[config.mk]
export PLATFORM = sky130hd
export DESIGN_NAME = seq_divider
export DESIGN_NICKNAME = d
export VERILOG_FILES = /design/src/rtl/seq_divider.sv
export SDC_FILE = /design/constraint.sdc
export NUM_CORES = 1
export LEC_CHECK = 0
export ABC_AREA = 1
export ABC_CLOCK_PERIOD_IN_PS = 2900
export CAP_MARGIN = 20
export CORE_ASPECT_RATIO = 0.75
export CORE_MARGIN = 2
export CORE_UTILIZATION = 60
export CTS_BUF_LIST = sky130_fd_sc_hd__clkbuf_4
export DETAILED_ROUTE_END_ITERATION = 16
export PLACE_DENSITY = 0.87
export SYNTH_ARGS = -nofsm -noshare
export SYNTH_HDL_FRONTEND = slang
export SYNTH_SLANG_ARGS = --single-unit
[constraint.sdc]
create_clock -name clk -period 2.9 [get_ports clk]
set_input_delay 0.435 -clock clk [delete_from_list [all_inputs] [get_ports clk]]
set_output_delay 0.435 -clock clk [all_outputs]
set_load 0.01 [all_outputs]
[src/rtl/seq_divider.sv]
// Iterative restoring divider, one quotient bit per clock, with busy/done handshake.
// Define SEQ_DIVIDER_SIGNED_EN for two's-complement operands and results.
module seq_divider #(
  parameter int unsigned N = 8
) (
  input  logic         clk,
  input  logic         rst,
  input  logic         start,
  input  logic [N-1:0] dividend,
  input  logic [N-1:0] divisor,
  output logic         busy,
  output logic         done,
  output logic [N-1:0] quotient,
  output logic [N-1:0] remainder,
  output logic         div_by_zero
);

  localparam int unsigned CW = (N > 2) ? $clog2(N) : 1;

  localparam logic [1:0] S_IDLE = 2'd0;
  localparam logic [1:0] S_RUN  = 2'd1;
  localparam logic [1:0] S_FIN  = 2'd2;

  logic [1:0]    state_q, state_d;
  logic [CW-1:0] cnt_q, cnt_d;
  logic [N-1:0]  prem_q, prem_d;
  logic [N-1:0]  sreg_q, sreg_d;
  logic [N-1:0]  dvs_q, dvs_d;
  logic [N-1:0]  quot_q, quot_d;
  logic [N-1:0]  rem_q, rem_d;
  logic          dbz_q, dbz_d;
  logic          busy_q, busy_d;
  logic          done_q, done_d;

  logic [N:0]    rem_sh_c;
  logic          ge_c;
  logic [N-1:0]  prem_nxt_c;
  logic [N-1:0]  sreg_nxt_c;
  logic [N-1:0]  dvd_mag_c;
  logic [N-1:0]  dvs_mag_c;
  logic [N-1:0]  quot_fin_c;
  logic [N-1:0]  rem_fin_c;

  // One restoring step: remainder always stays below the divisor, so N bits hold it.
  assign rem_sh_c   = {prem_q, sreg_q[N-1]};
  assign ge_c       = (rem_sh_c >= {1'b0, dvs_q});
  assign prem_nxt_c = ge_c ? (rem_sh_c[N-1:0] - dvs_q) : rem_sh_c[N-1:0];
  assign sreg_nxt_c = {sreg_q[N-2:0], ge_c};

`ifdef SEQ_DIVIDER_SIGNED_EN
  logic negq_q, negq_d;
  logic negr_q, negr_d;

  assign dvd_mag_c  = dividend[N-1] ? (~dividend + N'(1)) : dividend;
  assign dvs_mag_c  = divisor[N-1]  ? (~divisor + N'(1))  : divisor;
  assign quot_fin_c = negq_q ? (~sreg_nxt_c + N'(1)) : sreg_nxt_c;
  assign rem_fin_c  = negr_q ? (~prem_nxt_c + N'(1)) : prem_nxt_c;

  always_ff @(posedge clk) begin
    if (rst) begin
      negq_q <= 1'b0;
      negr_q <= 1'b0;
    end else begin
      negq_q <= negq_d;
      negr_q <= negr_d;
    end
  end

  always_comb begin
    negq_d = negq_q;
    negr_d = negr_q;
    if (state_q == S_IDLE && start && divisor != '0) begin
      negq_d = dividend[N-1] ^ divisor[N-1];
      negr_d = dividend[N-1];
    end
  end
`else
  assign dvd_mag_c  = dividend;
  assign dvs_mag_c  = divisor;
  assign quot_fin_c = sreg_nxt_c;
  assign rem_fin_c  = prem_nxt_c;
`endif

  always_ff @(posedge clk) begin
    if (rst) begin
      state_q <= S_IDLE;
      cnt_q   <= '0;
      prem_q  <= '0;
      sreg_q  <= '0;
      dvs_q   <= '0;
      quot_q  <= '0;
      rem_q   <= '0;
      dbz_q   <= 1'b0;
      busy_q  <= 1'b0;
      done_q  <= 1'b0;
    end else begin
      state_q <= state_d;
      cnt_q   <= cnt_d;
      prem_q  <= prem_d;
      sreg_q  <= sreg_d;
      dvs_q   <= dvs_d;
      quot_q  <= quot_d;
      rem_q   <= rem_d;
      dbz_q   <= dbz_d;
      busy_q  <= busy_d;
      done_q  <= done_d;
    end
  end

  // busy/done are registered from the next state so they line up with RUN/FIN.
  always_comb begin
    state_d = state_q;
    cnt_d   = cnt_q;
    prem_d  = prem_q;
    sreg_d  = sreg_q;
    dvs_d   = dvs_q;
    quot_d  = quot_q;
    rem_d   = rem_q;
    dbz_d   = dbz_q;
    busy_d  = 1'b0;
    done_d  = 1'b0;
    case (state_q)
      S_IDLE: begin
        if (start) begin
          if (divisor == '0) begin
            state_d = S_FIN;
            quot_d  = '1;
            rem_d   = dividend;
            dbz_d   = 1'b1;
            done_d  = 1'b1;
          end else begin
            state_d = S_RUN;
            cnt_d   = CW'(N - 1);
            prem_d  = '0;
            sreg_d  = dvd_mag_c;
            dvs_d   = dvs_mag_c;
            dbz_d   = 1'b0;
            busy_d  = 1'b1;
          end
        end
      end
      S_RUN: begin
        prem_d = prem_nxt_c;
        sreg_d = sreg_nxt_c;
        if (cnt_q == '0) begin
          state_d = S_FIN;
          quot_d  = quot_fin_c;
          rem_d   = rem_fin_c;
          done_d  = 1'b1;
        end else begin
          cnt_d  = cnt_q - CW'(1);
          busy_d = 1'b1;
        end
      end
      S_FIN:   state_d = S_IDLE;
      default: state_d = S_IDLE;
    endcase
  end

  assign busy        = busy_q;
  assign done        = done_q;
  assign quotient    = quot_q;
  assign remainder   = rem_q;
  assign div_by_zero = dbz_q;

endmodule

==> metrics.txt <==
number of fill cells=361; Overall Global Routing Usage=25.1%; die height=62.0 um; Least-Margin Pin Slew=0.539 ns; final std cells w/o fill=491; most used cell, CP=nand2_1; Syn Nets=430; GRT Residual Overflow=0; I/O pins=38; vias per inst=5.30; Final Hold Vio Count=0; Clock Latency Late Sink=0.35 ns; Max Root-Sink Buffers=2; fin. max-slew vios=0; row count=21; outcome=completed; register bit total from synthesis=48; Worst setup EP type=flop; top_reg_cell synth=dfxtp_1; post-cts gate resize count=0; Top Family by Delay on Critical Path=simple AND/OR/NAND/NOR gates; required time of the critical path=3.16 ns; GPL Wtd Cong=0.966; Placed Instances=483; Max transition margin=64.0%; CTS tree=yes; total of max-cap violations=0; fmax=528 MHz; Hold Path Class=reg -> reg; Port Buffer Count=37; critical path class=reg -> reg; Area growth, synth to finish=17.0%; Syn Area/Cell=6.73 um^2; ant diodes=0; # nets final=463; Crit path arrival time=2.15 ns; Max IR drop VDD=305 uV; CP Max Fanout=9; DR WL/cell=12.3 um; post-synthesis cell area=2690 um^2; vias in the first global route=2253; most frequent cells in the layout=81 x inv_1, 74 x nand2_1, 48 x dfxtp_1, 41 x nand3_1, 37 x clkdlybuf4s50_1; die area=5040 um^2; TritonRoute pass-1 iters=6; Crit path largest cell delay=0.37 ns; Initial Util=61.3%; initial antenna violation count=0; Horiz. Die Dim=81.3 um; commonest non-fill, non-tap cell in the layout=inv_1; Hold Buf Count CTS=0; clock slew at reported path FFs=0.13 ns; fraction of layout cells with a size suffix above 1=7.37%; pin count of the biggest net entering global routing=35; Critical path buffers and inverters=2; PD cells=622 nW/um^2; Via Count=2600; DP HPWL=4470 um; Final ANT Viol Nets=0; Setup Fix Bufs, Post-CTS=0; TritonCTS buffer count=5; Ys Warns=0; Layout Skew=0.0120 ns; Static Leak=1.66 nW; H-tree levels=2; Routed WL=6060 um; final setup fails=0; Core Area=4390 um^2; Initial DRC Count=191; Synth Instances=400; count of flip-flops with a built-in enable after synthesis=0; fin crit share=65.3%; post-synthesis cell type count=26; asr flop ratio synth=0%; first-pass GRT wire length=9830 um; post-synthesis sequential area ratio=35.7%; post-route DRC violation count=0; CP Launch Type=flop; CP cell instances=inv_1, ha_1, nand2_1, nand2_1, nand2_2, nand2_1, nand2_1, nand4_2, nand3_1, nand3_1, nand2_1, inv_1; Period minus WS final=1.89 ns; RSZ-0062 raised after global routing=false; Setup TNS=0 ns; root buffer cell=clkbuf_4; Max stage delay cell, worst path=ha_1; clock sinks=48
==> synth_stat cells (6+ instances only) <==
cell type | n | area (um^2)
a21oi_1 | 23 | 115
buf_2 | 6 | 30.0
dfxtp_1 | 48 | 961
ha_1 | 10 | 125
inv_1 | 81 | 304
inv_2 | 6 | 22.5
nand2_1 | 74 | 278
nand3_1 | 41 | 205
nand4_1 | 11 | 68.8
nor2_1 | 32 | 120
o211ai_1 | 8 | 60.1
o21ai_0 | 22 | 110
o21ai_1 | 9 | 45.0
==> cell families after synthesis <==
family                     after synthesis  share of synthesized area [%]
xor gates and xnor gates                 3                          0.977
buffers and inverters                  101                           15.2
AOI/OAI and AO/OA                       62                           12.3
adders and majority gates               11                           5.40
and+or+nand+nor                        175                           30.4
DFF                                     48                           35.7
==> stage by stage <==
step           hold slack (ns)  worst slack [ns]  power, mW  utilization [%]  instance area (um^2)
5_1_grt                  0.491             0.826       2.11             71.7                  3150
3_3_place_gp             0.437             0.764       1.56             70.0                  3070
4_1_cts                  0.471              1.01       1.96             71.7                  3150
3_5_place_dp             0.451             0.744       1.58             70.0                  3070
6_report                 0.475              1.01       1.96             71.7                  3150
2_1_floorplan            0.422              1.28       1.38                -                  2690
==> power breakdown <==
part           internal [mW]  switching [mW]  leakage, nW
registers              0.736          0.0453        0.394
clock network          0.176           0.205       0.0403
logic                  0.293           0.501         1.23
==> layout make-up <==
type,instances,area (um^2),area share (%)
inverters,87,327,10.4
multi-input cells,251,1320,41.9
flip-flops and latches,48,961,30.5
repair buffers,40,393,12.5
clock buffers,5,37.5,1.19
clock inverters,3,37.5,1.19
well taps,57,71.3,2.27
==> path summary, 6_finish.rpt <==
path | from | to | slack (ns) | depth (start not counted)
min | cnt_q[0]$_SDFFE_PP0P_ | cnt_q[0]$_SDFFE_PP0P_ | 0.48 | 1
max reg2reg | dvs_q[2]$_SDFFE_PP0P_ | prem_q[3]$_SDFFE_PP0P_ | 1.01 | 12
max | dvs_q[2]$_SDFFE_PP0P_ | prem_q[3]$_SDFFE_PP0P_ | 1.01 | 12
min reg2reg | cnt_q[0]$_SDFFE_PP0P_ | cnt_q[0]$_SDFFE_PP0P_ | 0.48 | 1
==> metal layers <==
metal | vias to the layer above | wire, um | track usage, %
met3 | 4 | 429 | 4.62
met4 | 0 | 38 | 5.81
li1 | 1324 | - | -
met2 | 92 | 2580 | 39.1
met5 | - | 0 | 0
met1 | 1180 | 3020 | 36.6
==> flip-flops by register name, indices dropped and copies added, names as in the netlist <==
name / count
busy: 1
cnt_q: 3
div_by_zero: 1
done: 1
dvs_q: 8
prem_q: 8
quotient: 8
remainder: 8
sreg_q: 8
state_q: 2
(Power assumes the default switching activity.)
